`config.mk`:
```
export PLATFORM = sky130hd
export DESIGN_NAME = bwt_dram_req_arbiter
export DESIGN_NICKNAME = d
export VERILOG_FILES = /design/src/rtl/bwt_dram_req_arbiter.sv
export SDC_FILE = /design/constraint.sdc
export NUM_CORES = 1
export LEC_CHECK = 0
export BUFFER_PORTS_ARGS = -buffer_cell sky130_fd_sc_hd__buf_4
export CELL_PAD_IN_SITES_DETAIL_PLACEMENT = 1
export CELL_PAD_IN_SITES_GLOBAL_PLACEMENT = 2
export CORE_AREA = 2 2 736 738
export CTS_CLUSTER_DIAMETER = 30
export DETAILED_ROUTE_END_ITERATION = 6
export DIE_AREA = 0 0 738 740
export PLACE_DENSITY_LB_ADDON = 0.1
export SLEW_MARGIN = 20
export SYNTH_ARGS = -nofsm -noshare
export SYNTH_HDL_FRONTEND = slang
export SYNTH_SLANG_ARGS = --single-unit
```
`constraint.sdc`:
```
create_clock -name Clk_32UI -period 31.7 [get_ports Clk_32UI]
set_input_delay 1.585 -clock Clk_32UI [delete_from_list [all_inputs] [get_ports Clk_32UI]]
set_output_delay 1.585 -clock Clk_32UI [all_outputs]
set_load 0.05 [all_outputs]
```
`src/rtl/bwt_dram_req_arbiter.sv`:
```
// bwt_dram_req_arbiter: round-robin sharing of one occurrence-table DRAM port between BWT-extend lanes,
// with an in-order tag FIFO that routes each returned count bundle back to its issuing lane.
module bwt_dram_req_arbiter #(
    parameter int NUM_REQ         = 4,
    parameter int LANE_W          = 2,
    parameter int ADDR_W          = 32,
    parameter int RSP_W           = 768,
    parameter int MAX_OUTSTANDING = 8,
    parameter int CNT_W           = 4
) (
    input  logic                      Clk_32UI,
    input  logic                      reset_BWT_extend,
    input  logic [NUM_REQ-1:0]        req_valid,
    input  logic [NUM_REQ*ADDR_W-1:0] req_addr_k,
    input  logic [NUM_REQ*ADDR_W-1:0] req_addr_l,
    output logic [NUM_REQ-1:0]        req_ready,
    input  logic                      stall,
    output logic                      DRAM_valid,
    output logic [ADDR_W-1:0]         addr_k,
    output logic [ADDR_W-1:0]         addr_l,
    input  logic                      DRAM_get,
    input  logic [RSP_W-1:0]          rsp_data_in,
    output logic [NUM_REQ-1:0]        rsp_valid,
    output logic [RSP_W-1:0]          rsp_data,
    output logic [CNT_W-1:0]          outstanding,
    output logic                      rsp_err
);
    localparam int PTR_W = $clog2(MAX_OUTSTANDING);

    logic [LANE_W-1:0] ptr, grant, idx;
    logic              found, can_issue, accept, pop;
    logic [PTR_W-1:0]  wr_ptr, rd_ptr;
    logic [LANE_W-1:0] tag_mem [MAX_OUTSTANDING];

    always_comb begin
        grant = ptr;
        found = 1'b0;
        idx   = ptr;
        for (int i = 0; i < NUM_REQ; i++) begin
            idx = ptr + LANE_W'(i);
            if (!found && req_valid[idx]) begin
                found = 1'b1;
                grant = idx;
            end
        end
    end

    // Grants are held off during reset so nothing is accepted while state is being cleared
    assign can_issue = ~reset_BWT_extend & ~stall & (outstanding < CNT_W'(MAX_OUTSTANDING)) & |req_valid;
    assign accept    = can_issue & found;
    assign req_ready = accept ? NUM_REQ'(1) << grant : '0;
    assign pop       = DRAM_get & (outstanding != '0);

    always_ff @(posedge Clk_32UI)
        if (accept) tag_mem[wr_ptr] <= grant;

    always_ff @(posedge Clk_32UI or posedge reset_BWT_extend)
        if (reset_BWT_extend) begin
            ptr         <= '0;
            wr_ptr      <= '0;
            rd_ptr      <= '0;
            DRAM_valid  <= 1'b0;
            addr_k      <= '0;
            addr_l      <= '0;
            rsp_valid   <= '0;
            rsp_data    <= '0;
            outstanding <= '0;
            rsp_err     <= 1'b0;
        end else begin
            DRAM_valid  <= accept;
            rsp_valid   <= pop ? NUM_REQ'(1) << tag_mem[rd_ptr] : '0;
            outstanding <= outstanding + CNT_W'(accept) - CNT_W'(pop);
            if (accept) begin
                ptr    <= grant + LANE_W'(1);
                wr_ptr <= wr_ptr + PTR_W'(1);
                addr_k <= req_addr_k[grant*ADDR_W +: ADDR_W];
                addr_l <= req_addr_l[grant*ADDR_W +: ADDR_W];
            end
            if (pop) begin
                rd_ptr   <= rd_ptr + PTR_W'(1);
                rsp_data <= rsp_data_in;
            end
            if (DRAM_get && !pop) rsp_err <= 1'b1;
        end
endmodule

```
### After elaboration in Yosys (flattened, before gate mapping)

Memory sizes are Yosys's and may differ from the RTL's.
Index checks and enable logic that the tools add are counted.

| storage, ports and cells | value |
|---|---|
| bits in registers | 850 |
| RAM bits | 16 |
| word-level logic and storage cells | 64 |
| memories kept | 1 |

Memory list:

| memory | words | width | read ports | clocked after Yosys merged registers in | wr ports | RTL line | source |
|---|---|---|---|---|---|---|---|
| tag_mem | 8 | 2 | 1 | 0 | 1 | 33 | `logic [LANE_W-1:0] tag_mem [MAX_OUTSTANDING];` |

| cells by class | value |
|---|---|
| add/sub/neg operators | 8 |
| magnitude comparators | 5 |
| shift-type cells | 4 |
| multiplexer cells | 19 |
| bitwise logic cells | 7 |
| reductions and logical operators | 10 |

Operators by type and width:

| cell | number |
|---|---|
| 128-bit by 8-bit indexed part select with 32-bit output | 2 |
| 2-bit by 3-bit < comparator with 1-bit output (second input constant) | 4 |
| 1-bit 2-to-1 mux | 10 |
| 1-bit binary-select mux with 2-bit select | 4 |
| 4-bit 2-to-1 mux | 2 |
| 1-bit by 2-bit left shift with 4-bit output (first input constant) | 2 |
| 3-bit by 1-bit adder with 3-bit output (second input constant) | 2 |
| 2-bit 2-to-1 mux | 3 |
| 1-bit AND | 5 |
| 2-bit by 1-bit adder with 2-bit output (second input constant) | 2 |
| 2-bit adder (second input constant) | 2 |
| 4-bit by 1-bit adder with 4-bit output | 1 |
| 1-bit logical AND | 4 |
| 1-bit logical NOT | 4 |
| 4-bit < comparator (second input constant) | 1 |
| 4-bit nonzero test | 1 |
| 4-bit OR reduction | 1 |
| 4-bit by 1-bit subtractor with 4-bit output | 1 |
| 1-bit NOT | 2 |

### Depth between registers and ports, before layout

| logic depth | value |
|---|---|
| depth in word-level cells | 15 |
| gate-level depth with buffers | 13 |
| depth with buffers taken out | 11 |

### Worst setup path after synthesis

OpenSTA, ideal clock, no wires.

| timing | value |
|---|---|
| path kind | input-to-output |
| start | input port req_valid[2] |
| end | output port req_ready[1] |
| data arrival time | 3191 ps |
| required time | 30115 ps |
| path slack | 26924 ps |
| cell stages on the path | 8 |
| path buffers | 2 |
| path through | nand2b_1 a221oi_1 nand2_1 buf_4 buf_2 inv_1 ha_1 and2_1 |

| on the way | value |
|---|---|
| word-level cells in the longest chain between the ends | 14 |
| elaborated cells on any way between the ends | 26 |
| those cells by class | 1 x shift; 16 x mux; 2 x bitwise; 7 x reduce/logical |

Ends and longest elaborated chain:

| what | RTL line | source |
|---|---|---|
| start, declared | 13 | `input logic [NUM_REQ-1:0] req_valid,` |
| 1-bit binary-select mux with 2-bit select | 41 | `if (!found && req_valid[idx]) begin` |
| 1-bit 2-to-1 mux (not written as such) | 41 |  |
| 1-bit 2-to-1 mux | 41 |  |
| 1-bit logical NOT | 41 |  |
| 1-bit logical AND | 41 |  |
| 1-bit 2-to-1 mux | 41 |  |
| 1-bit logical NOT | 41 |  |
| 1-bit logical AND | 41 |  |
| 1-bit 2-to-1 mux | 41 |  |
| 1-bit logical NOT | 41 |  |
| 1-bit logical AND | 41 |  |
| 2-bit 2-to-1 mux * | 41 |  |
| named net grant[0] | 30 | `logic [LANE_W-1:0] ptr, grant, idx;` |
| 1-bit by 2-bit left shift with 4-bit output * | 51 | `assign req_ready = accept ? NUM_REQ'(1) << grant : '0;` |
| 4-bit 2-to-1 mux * | 51 |  |
| end, declared | 16 | `output logic [NUM_REQ-1:0] req_ready,` |

The timed path passes the listed nets; every way through them passes the cells marked *. The select of a mux whose other input is x is not followed.

### Worst setup path after layout

Same ends and word-level chain as after synthesis.

==> metrics.md <==
| Metric | Value |
|---|---|
| Pin slew with the least headroom to its limit | `~1000 ps` |
| F_max | `between 150 and 200 MHz` |
| Pwr Total | `8.00 mW` |
| IO Pins | `about 1900` |
| CP Cell Sequence | `buf_4, nand2b_1, a221oi_1, nand2_4, inv_1, ha_1, and2_1, buf_4` |
| Distinct cells, synth | `37` |
| Placed cell count | `12649` |
| Sequential cell area | `21800 um2` |
| CTS tree | `built` |
| Static leakage | `roughly 35 nW` |
| Tmin final | `roughly 5400 ps` |
| DRT iter0 DRCs | `between 1000 and 1500` |
| Tcrit/Tclk final | `around 17%` |
| Fin. max-slew vios | `0` |
| Die Height | `around 740 um` |
| CP Launch Point | `req_valid[2]` |
| Pwr Density | `113 nW/um2` |
| Antenna Nets Post-Route | `0` |
| Total congestion overflow | `0` |
| Part of the Yosys area used for sequential elements | `63.1%` |
| EDFF count, synth | `16` |
| CP Max Fanout | `42` |
| Finished Cell Area | `71000 um2` |
| Unrepaired setup endpoints after global routing | `false` |
| Clock-pin slew on the worst setup and hold paths | `roughly 40 ps` |
| Most frequent cells in the layout | `2320 x nand2_1, 1921 x buf_4, 850 x dfrtp_1` |
| Critical path class | `primary input to primary output` |
| Family with the most delay on the worst path | `buffers and inverters` |
| Multi-input logic area | `between 10000 and 15000 um2` |
| Via Count | `between 30000 and 40000` |
| Clock root buffer master | `clkbuf_16` |
| Hold Fails Final Rpt | `0` |
| Crit. End Element | `primary output` |
| Area after DPL | `57100 um2` |
| Worst setup endpoint | `req_ready[1]` |
| Commonest non-fill, non-tap cell in the layout | `nand2_1` |
| TritonCTS Sinks | `866` |
| Worst path slowest cell | `inv_1` |
| Fraction of registers with async set/reset | `between 90 and 100%` |
| Post-DP HPWL | `roughly 290000 um` |
| Largest net degree at the start of global routing | `about 140` |
| Die area | `about 550000 um2` |
| Post-layout utilization of the core | `about an eighth` |
| Post-DR wirelength/cell | `roughly 26 um` |
| Syn Nets | `between 4000 and 5000` |
| Via density per instance | `approximately 2.7` |
| VDD IR max | `between 0.00004 and 0.00005 V` |
| Status | `complete, no violations` |
| Post-Layout Cell Count | `~13000` |
| Max clock buf depth | `4` |
| First-pass GRT wire length | `approximately 440000 um` |
| H-tree levels | `5` |
| Most used DFF post-synth | `dfrtp_1` |
| GPL Wtd Cong | `~0.77` |
| Routed wire length | `between 300000 and 400000 um` |
| Ys Warns | `0` |
| TritonCTS buffer count | `around 430` |
| Die Wd | `approximately 740 um` |
| Post-CTS Resized | `0` |
| Tot GR Track Use | `between 10% and 20%` |
| Worst r2r src | `outstanding[3]` |
| Initial antenna violation count | `roughly 260` |
| Core Region | `539000 um2` |
| Worst skew pair latency | `just under 1000 ps` |
| Max transition margin | `30.9%` |
| First-pass DRT Iterations | `5` |
| Max-cap viol count | `0` |
| Fillers | `between 60000 and 70000` |
| Skew final | `roughly 84 ps` |
| Syn Area/Cell | `approximately 9.2 um2` |
| Type of the worst min-delay path | `flip-flop to flip-flop` |
| Crit path required time | `about 30000 ps` |
| Max incr delay on CP | `between 500 and 600 ps` |
| Post-synthesis mux area share | `4.04%` |
| Cells after Synth | `between 3000 and 4000` |
| Vias in the first global route | `just over 40000` |
| Setup total negative slack | `0 ps` |
| Post-CTS Setup Bufs | `0` |
| Starting Density | `6.40%` |
| Adder-cell share of the synthesized area | `0.457%` |
| Area grow syn2layout | `106%` |
| I/O Buffers | `between 1500 and 2000` |
| FF-to-FF End | `rsp_data[440]` |
| Cell mode on critical path | `buf_4` |
| Final setup viols | `0` |
| Post-Synth Simple-Gate Area | `between 20% and 30%` |
| Main combinational cell family by area after synthesis | `simple AND/OR/NAND/NOR gates` |
| Compound-cell area share of the yosys netlist | `2.89%` |
| CP Depth | `8` |
| Layout Nets | `6922` |
| Critical path data arrival time | `about 3900 ps` |
| Yosys reg bits | `around 870` |
| Layout cells sized above 1 | `just over 40%` |
| Startpoint class of the critical path | `primary input` |
| Worst r2r path cells | `11` |
| Xor/xnor share of the synthesized area | `less than 1%` |
| # rows | `270` |
| Synthesized cell area | `between 30000 and 40000 um2` |
| Hold buffers post-CTS | `0` |
| Drt drc | `0` |
| Buf/Inv on CP | `3` |
| FF-to-FF setup slack | `roughly 27000 ps` |
flip-flops by register name (all words and copies together), names as in the netlist:
signal       flops
rsp_err          1
addr_k          32
rsp_valid        4
rd_ptr           3
wr_ptr           3
outstanding      4
rsp_data       768
addr_l          32
DRAM_valid       1
tag_mem         16
ptr              2
worst min-delay path, delay by kind of cell, from the launching register on:
kind	cells	cell delay [ps]
DFF	1	330
and+or+nand+nor	2	100
worst min-delay path by stage:
stage	start	end	slack (ps)	depth (start not counted)
6_report	rsp_data[216]	rsp_data[216]	470	2
2_1_floorplan	rd_ptr[2]	rd_ptr[2]	500	1
5_1_grt	rsp_data[384]	rsp_data[384]	490	2
3_3_place_gp	rsp_data[269]	rsp_data[269]	460	2
3_5_place_dp	rsp_data[294]	rsp_data[294]	460	2
4_1_cts	rsp_data[294]	rsp_data[294]	470	2
report_power, final:
part	leakage [nW]	internal (mW)	switching [mW]
combinational	17.6	0.649	1.88
sequential	10.4	1.40	0.216
clock	6.67	2.73	1.12
total	34.7	4.78	3.22
layout make-up:
type / instances / area share, %
flip-flops and latches: 866 / 30.7
repair buffers: 1924 / 20.4
clock buffers: 730 / 18.4
multi-input cells: 2639 / 16.6
well taps: 7208 / 12.7
clock inverters: 51 / 1.07
diodes: 44 / 0.155
inverters: 13 / 0.0917
per-stage QoR:
stage          hold slack (ps)  setup slack (ps)
2_1_floorplan              504              6230
3_3_place_gp               460             25450
3_5_place_dp               464             25400
4_1_cts                    473             26150
5_1_grt                    485             26020
6_report                   466             26250
synthesized netlist by cell type (3+ instances only):
| master | n | area, um2 |
|---|---|---|
| clkbuf_8 | 4 | 55.1 |
| xnor2_1 | 5 | 43.8 |
| and2_1 | 4 | 25.0 |
| nor3b_1 | 5 | 37.5 |
| buf_6 | 8 | 90.1 |
| ha_1 | 11 | 138 |
| nor2_1 | 68 | 255 |
| buf_2 | 26 | 130 |
| clkbuf_1 | 162 | 608 |
| a221oi_1 | 5 | 43.8 |
| mux4_2 | 4 | 90.1 |
| nor3_1 | 3 | 15.0 |
| mux2i_1 | 130 | 1300 |
| inv_1 | 10 | 37.5 |
| edfxtp_1 | 16 | 480 |
| nand2_1 | 2321 | 8710 |
| dfrtp_1 | 850 | 21300 |
| a221oi_2 | 60 | 901 |
| buf_1 | 6 | 22.5 |
metal layers:
layer	GRT usage (%)	wire length, um
met3	8.14	48600
met4	2.93	9530
met5	0	1060
met2	21.4	170000
met1	12.2	122000
cells by family (layout without fill, tap and decap cells):
logic type      count (synthesis)  in the layout
compound gates                 73             73
xor+xnor                        6              6
fa+ha+maj                      12             12
buf+inv                       221           2718
flops                         866            866
mux                           134            134
other cells                     0             44
simple gates                 2414           2414
No activity file was read; power rests on OpenSTA's default activity.
